[config.mk]
export PLATFORM = sky130hd
export DESIGN_NAME = piso_serializer_flat
export DESIGN_NICKNAME = d
export VERILOG_FILES = /design/src/rtl/piso_serializer_if.sv /design/src/rtl/piso_serializer.sv /design/src/flat_wrapper.sv
export SDC_FILE = /design/constraint.sdc
export NUM_CORES = 1
export LEC_CHECK = 0
export ABC_AREA = 1
export CAP_MARGIN = 20
export CORE_UTILIZATION = 47
export CTS_BUF_LIST = sky130_fd_sc_hd__clkbuf_16
export CTS_CLUSTER_DIAMETER = 60
export CTS_CLUSTER_SIZE = 16
export DETAILED_ROUTE_END_ITERATION = 12
export GPL_ROUTABILITY_DRIVEN = 1
export PLACE_DENSITY_LB_ADDON = 0.25
export SLEW_MARGIN = 0
export SYNTH_ARGS = -nofsm -noshare
export SYNTH_HDL_FRONTEND = slang
export SYNTH_SLANG_ARGS = --single-unit
export TNS_END_PERCENT = 50
[constraint.sdc]
create_clock -name C -period 1.9 [get_ports C]
set_clock_uncertainty 0.1 [all_clocks]
set_input_delay 0.38 -clock C [delete_from_list [all_inputs] [get_ports C]]
set_output_delay 0.38 -clock C [all_outputs]
set_load 0.02 [all_outputs]
[src/rtl/piso_serializer_if.sv]
// Load/serial-stream bundle for piso_serializer.
// The upstream side (master) offers words and watches the serial stream;
// the serializer side (slave) accepts words and drives the stream.
interface piso_serializer_if #(
    parameter int WIDTH = 8
);
    logic [WIDTH-1:0] PI;
    logic             LD_VALID;
    logic             LD_READY;
    logic             SO;
    logic             SO_VALID;
    logic             SO_LAST;
    logic             BUSY;

    modport master (
        output PI,
        output LD_VALID,
        input  LD_READY,
        input  SO,
        input  SO_VALID,
        input  SO_LAST,
        input  BUSY
    );

    modport slave (
        input  PI,
        input  LD_VALID,
        output LD_READY,
        output SO,
        output SO_VALID,
        output SO_LAST,
        output BUSY
    );
endinterface

[src/rtl/piso_serializer.sv]
// Parallel-in, serial-out converter.
// A word accepted over the valid/ready load handshake is shifted out one bit
// per clock, MSB or LSB first. A new word may be accepted on the edge that
// ends the last bit, giving a gapless stream. All outputs come from state and
// registers only, so PI/LD_VALID never reach an output combinationally.
module piso_serializer #(
    parameter int   WIDTH      = 8,
    parameter bit   MSB_FIRST  = 1'b1,
    parameter logic IDLE_LEVEL = 1'b0
) (
    input  logic C,
    input  logic CLR_N,
    piso_serializer_if.slave link
);
    localparam int CW = $clog2(WIDTH);
    localparam logic [CW-1:0] LAST_COUNT = CW'(WIDTH - 1);

    typedef enum logic {
        IDLE  = 1'b0,
        SHIFT = 1'b1
    } state_t;

    state_t           state_reg, state_next;
    logic [WIDTH-1:0] sreg_reg, sreg_next;
    logic [CW-1:0]    count_reg, count_next;

    logic [WIDTH-1:0] shifted;
    logic             out_bit;
    logic             at_last;
    logic             ready;
    logic             load;
    logic             so;
    logic             so_valid;
    logic             busy;

    // Shift direction and output tap depend only on the bit order.
    generate
        if (MSB_FIRST) begin : g_msb
            assign shifted = {sreg_reg[WIDTH-2:0], 1'b0};
            assign out_bit = sreg_reg[WIDTH-1];
        end else begin : g_lsb
            assign shifted = {1'b0, sreg_reg[WIDTH-1:1]};
            assign out_bit = sreg_reg[0];
        end
    endgenerate

    // State, shift register and bit counter; reset abandons any word at once.
    always_ff @(posedge C or negedge CLR_N) begin
        if (!CLR_N) begin
            state_reg <= IDLE;
            sreg_reg  <= '0;
            count_reg <= '0;
        end else begin
            state_reg <= state_next;
            sreg_reg  <= sreg_next;
            count_reg <= count_next;
        end
    end

    // Next-state logic and registered-only outputs.
    always_comb begin
        state_next = state_reg;
        sreg_next  = sreg_reg;
        count_next = count_reg;
        so         = IDLE_LEVEL;
        so_valid   = 1'b0;
        busy       = 1'b0;
        at_last    = 1'b0;
        ready      = 1'b0;
        load       = 1'b0;

        if (state_reg == SHIFT) begin
            so       = out_bit;
            so_valid = 1'b1;
            busy     = 1'b1;
            at_last  = (count_reg == LAST_COUNT);
        end

        // Ready while idle, or during the last bit so the next word can follow
        // without a gap.
        ready = (state_reg == IDLE) || at_last;
        load  = link.LD_VALID && ready;

        if (load) begin
            state_next = SHIFT;
            sreg_next  = link.PI;
            count_next = '0;
        end else if (state_reg == SHIFT) begin
            sreg_next = shifted;
            if (at_last) begin
                state_next = IDLE;
                count_next = '0;
            end else begin
                count_next = count_reg + CW'(1);
            end
        end
    end

    assign link.SO       = so;
    assign link.SO_VALID = so_valid;
    assign link.SO_LAST  = at_last;
    assign link.LD_READY = ready;
    assign link.BUSY     = busy;
endmodule

[src/flat_wrapper.sv]
// flat-port wrapper written by rule: the top's interface ports become plain ports
module piso_serializer_flat 
#(
    parameter int   WIDTH      = 8,
    parameter bit   MSB_FIRST  = 1'b1,
    parameter logic IDLE_LEVEL = 1'b0
)
  (C, CLR_N, link_PI, link_LD_VALID, link_LD_READY, link_SO, link_SO_VALID, link_SO_LAST, link_BUSY);
  piso_serializer_if #(.WIDTH(WIDTH)) link_i ();
  input  logic C;
  input  logic CLR_N;
  input wire logic [$bits(link_i.PI)-1:0] link_PI;
  input wire logic [$bits(link_i.LD_VALID)-1:0] link_LD_VALID;
  output wire logic [$bits(link_i.LD_READY)-1:0] link_LD_READY;
  output wire logic [$bits(link_i.SO)-1:0] link_SO;
  output wire logic [$bits(link_i.SO_VALID)-1:0] link_SO_VALID;
  output wire logic [$bits(link_i.SO_LAST)-1:0] link_SO_LAST;
  output wire logic [$bits(link_i.BUSY)-1:0] link_BUSY;
  assign link_i.PI = link_PI;
  assign link_i.LD_VALID = link_LD_VALID;
  assign link_LD_READY = link_i.LD_READY;
  assign link_SO = link_i.SO;
  assign link_SO_VALID = link_i.SO_VALID;
  assign link_SO_LAST = link_i.SO_LAST;
  assign link_BUSY = link_i.BUSY;
  piso_serializer #(.WIDTH(WIDTH), .MSB_FIRST(MSB_FIRST), .IDLE_LEVEL(IDLE_LEVEL)) u_core (.C(C), .CLR_N(CLR_N), .link(link_i));
endmodule
## Word level (Yosys, flattened, before mapping)

Index checks and enable logic that the tools add are counted.

| operators by class | value |
|---|---|
| $add $sub $neg | 1 |
| equal/unequal tests | 1 |
| multiplexer cells | 11 |
| bitwise operators | 1 |
| reduce and logical (&&, ||, !) cells | 3 |

Operators with widths:

| operator | count |
|---|---|
| 8-bit two-way mux | 2 |
| 3-bit two-way mux | 3 |
| 1-bit two-way mux | 6 |
| 3-bit by 1-bit adder with 3-bit output (second input constant) | 1 |
| 3-bit equality test (second input constant) | 1 |
| 2-bit nonzero test | 1 |
| 1-bit logical AND | 1 |
| 1-bit logical OR | 1 |
| 1-bit NOT | 1 |

| storage, ports and cells | value |
|---|---|
| flip-flop bits (word level) | 12 |
| bits of input ports | 11 |
| output and inout port bits | 5 |

## Depth between registers and ports, before layout

| depth | value |
|---|---|
| depth after elaboration | 5 |
| mapped depth | 7 |
| depth with buffers taken out | 7 |

## Least setup slack after synthesis

OpenSTA, ideal clock, no wires.

| path | value |
|---|---|
| path type | flip-flop to output port |
| from | register u_core.count_reg[0] |
| to | output port link_LD_READY |
| arrival | 1.111 ns |
| required time | 1.420 ns |
| path slack | 0.309 ns |
| cell stages (with the launch flop) | 6 |
| cells stage by stage | dfrtp_1 > ha_1 > ha_1 > inv_1 > nand2_4 > clkbuf_8 |

| on the way | value |
|---|---|
| longest elaborated chain between the ends | 3 |

Ends and longest elaborated chain:

| element | line | RTL |
|---|---|---|
| start, declared | piso_serializer.sv:25 | `logic [CW-1:0] count_reg, count_next;` |
| start signal, assigned | piso_serializer.sv:56 | `count_reg <= count_next;` |
| 3-bit equality test | piso_serializer.sv:76 | `at_last = (count_reg == LAST_COUNT);` |
| 1-bit two-way mux | piso_serializer.sv:72 | `if (state_reg == SHIFT) begin` |
| 1-bit logical OR | piso_serializer.sv:81 | `ready = (state_reg == IDLE) \|\| at_last;` |
| end, declared | flat_wrapper.sv:14 | `output wire logic [$bits(link_i.LD_READY)-1:0] link_LD_READY;` |

No other way between the ends.

## Worst setup path after layout

Ends and elaborated chain as after synthesis.

==> out/qor.txt <==
DP Area: 863 um2
Unique masters post-synth: 13
Leakage: 0.526 nW
Nature of the critical path endpoint: primary output
Yosys top cell by area: dfrtp_1
Area grow syn2layout: 32.9%
CTS tree: built
Die width: 40.7 um
Clock latency on the worst-skew pair: 230 ps
CORE AREA: 1350 um2
Status: completed
Top-area cell type share of the netlist area: 0.426
Final Max Tran Viols: 0
CTS clk-pin slew, worst paths: 40 ps
Mapped cell area: 704 um2
DR iter-0 viols: 9
Finish-stage setup viols: 0
Tightest Hold Check Type: register to register
Vias per inst: 4.82
Critical-path maximum fanout: 2
Max_cap viols: 0
Actual slew at the worst max-slew pin: 552 ps
Vias: 564
H-Tree Depth: 1
Port bufs: 15
Detailed Place HPWL: 920 um
First-pass GRT wire length: 1910 um
Drt first pass iters: 4
Top post-synthesis cells by area: dfrtp_1, nand2_1, nand3_2, nand3_1, inv_1
Commonest cells after routing, fill and taps aside: nand2_1, clkdlybuf4s50_1, nand3_1, dfrtp_1, inv_1
Slew margin rel.: 0.631
Die ar.: 1660 um2
Initial Utilization: 0.522
Clk buf depth: 2
Maximum VDD drop: 0.000709 V
Sink Count: 12
Most used routing layer: met2
CP Launch Type: register
Ys Warns: 0
Drt drc: 0
Vias in the first global route: 490
Met1 GRT Util: 0.244
GRT overflow: 0
Global routing met3 resource utilization: 0.0163
Die H: 40.7 um
Final Power: 1.32 mW
Drt total wl: 1270 um
Clk root buf: clkbuf_16
Worst Path Arrival: 1280 ps
Syn_area_per_cell: 8.59 um2
Tot GR Track Use: 0.175
# IOs: 16
Antenna viol nets, final: 0
Initial antenna violation count: 0
Layout cells sized above 1: 0.225
Routability cong.: 0.702
Fin. Hold Viols: 0
Nets: 116
Final worst path period share: 0.928
TritonCTS Buffers: 3
Register area share after synthesis: 0.426
Site Rows: 13
FMAX: 0.567 GHz
Critical path data required time: 1420 ps
Largest net degree at the start of global routing: 18
Setup Crit Path Kind: register to primary output
Max reg flops: 8
Met2 GRT Util: 0.274
# diodes: 0
Post-route cell area: 936 um2
RSZ-0062 raised after global routing: no
Period minus WS final: 1760 ps
Mapped Nets: 95
Flops & latches, synth: 12
Post-route setup TNS: 0 ps
Most common cell after layout, fill and taps aside: nand2_1
Post-CTS setup buffers: 0
Pwr dens: 1410 nW/um2
Gate count after technology mapping: 82
Avg WL per Cell: 10.8 um
==> critical path, stage by stage (launching register included) <==
cell and delay, ps:
dfrtp_1 370, ha_1 200, ha_1 200, inv_2 80
nand2_4 40, buf_2 150
==> what timing repair did <==
| action | in CTS | in global routing |
|---|---|---|
| gates cloned | 0 | 0 |
| gates resized for setup | 4 | 6 |
| hold buffers | 0 | 0 |
| endpoints found under the setup margin | 2 | 3 |
==> path summary, 6_finish.rpt <==
| path | from | endpoint | slack, ps | cells after the start |
|---|---|---|---|---|
| worst min-delay path | u_core.count_reg[2] | u_core.count_reg[2] | 380 | 2 |
| max in group asynchronous | CLR_N | u_core.state_reg | 900 | 1 |
| worst max register to register | u_core.count_reg[0] | u_core.sreg_reg[2] | 420 | 8 |
| worst min register to register | u_core.count_reg[2] | u_core.count_reg[2] | 380 | 2 |
| worst max-delay path | u_core.count_reg[0] | link_LD_READY | 140 | 5 |
| min in group asynchronous | CLR_N | u_core.sreg_reg[6] | 410 | 1 |
==> logic make-up after synthesis <==
group / after synthesis / share of synthesized area
buf+inv: 16 / 0.137
flops: 12 / 0.426
compound gates: 1 / 0.0124
simple gates: 51 / 0.389
fa+ha+maj: 2 / 0.0355
==> where the power goes <==
group / switching [mW] / internal [mW] / total [mW]
logic: 0.292 / 0.236 / 0.528
registers: 0.0594 / 0.360 / 0.419
clock network: 0.0998 / 0.276 / 0.376
total: 0.451 / 0.872 / 1.32
==> per-layer routing <==
metal | vias to the layer above | part of all wire
met4 | 0 | 0.0047
met3 | 2 | 0.026
met5 | - | 0
li1 | 293 | -
met2 | 10 | 0.47
met1 | 259 | 0.50
==> synthesized netlist by cell type <==
| cell type | instances |
|---|---|
| nand2_1 | 25 |
| dfrtp_1 | 12 |
| inv_1 | 11 |
| nand3_1 | 11 |
| nand3_2 | 6 |
| nor2_1 | 6 |
| buf_6 | 3 |
| ha_1 | 2 |
| nand2_4 | 2 |
| buf_4 | 1 |
| clkbuf_8 | 1 |
| nor2_8 | 1 |
| o21ai_2 | 1 |
==> per-stage QoR <==
stage                     hold slack [ps]  utilization  setup slack, ps  instances
after CTS                             378        0.698            -3.80        117
after detailed placement              366        0.639            -37.1        113
final                                 376        0.693              137        117
after global routing                  405        0.693             86.4        117
after global placement                358        0.639             8.07        113
after floorplan                     -15.6            -              309         82
==> final cells by class <==
cell class	instances	area, um2
fill	104	414
multi-input combinational	54	308
sequential	12	302
timing repair buffer	21	188
clock buffer	3	75.1
inverter	11	41.3
tap	15	18.8
clock inverter	1	3.75
No activity file was read; power rests on OpenSTA's default activity.
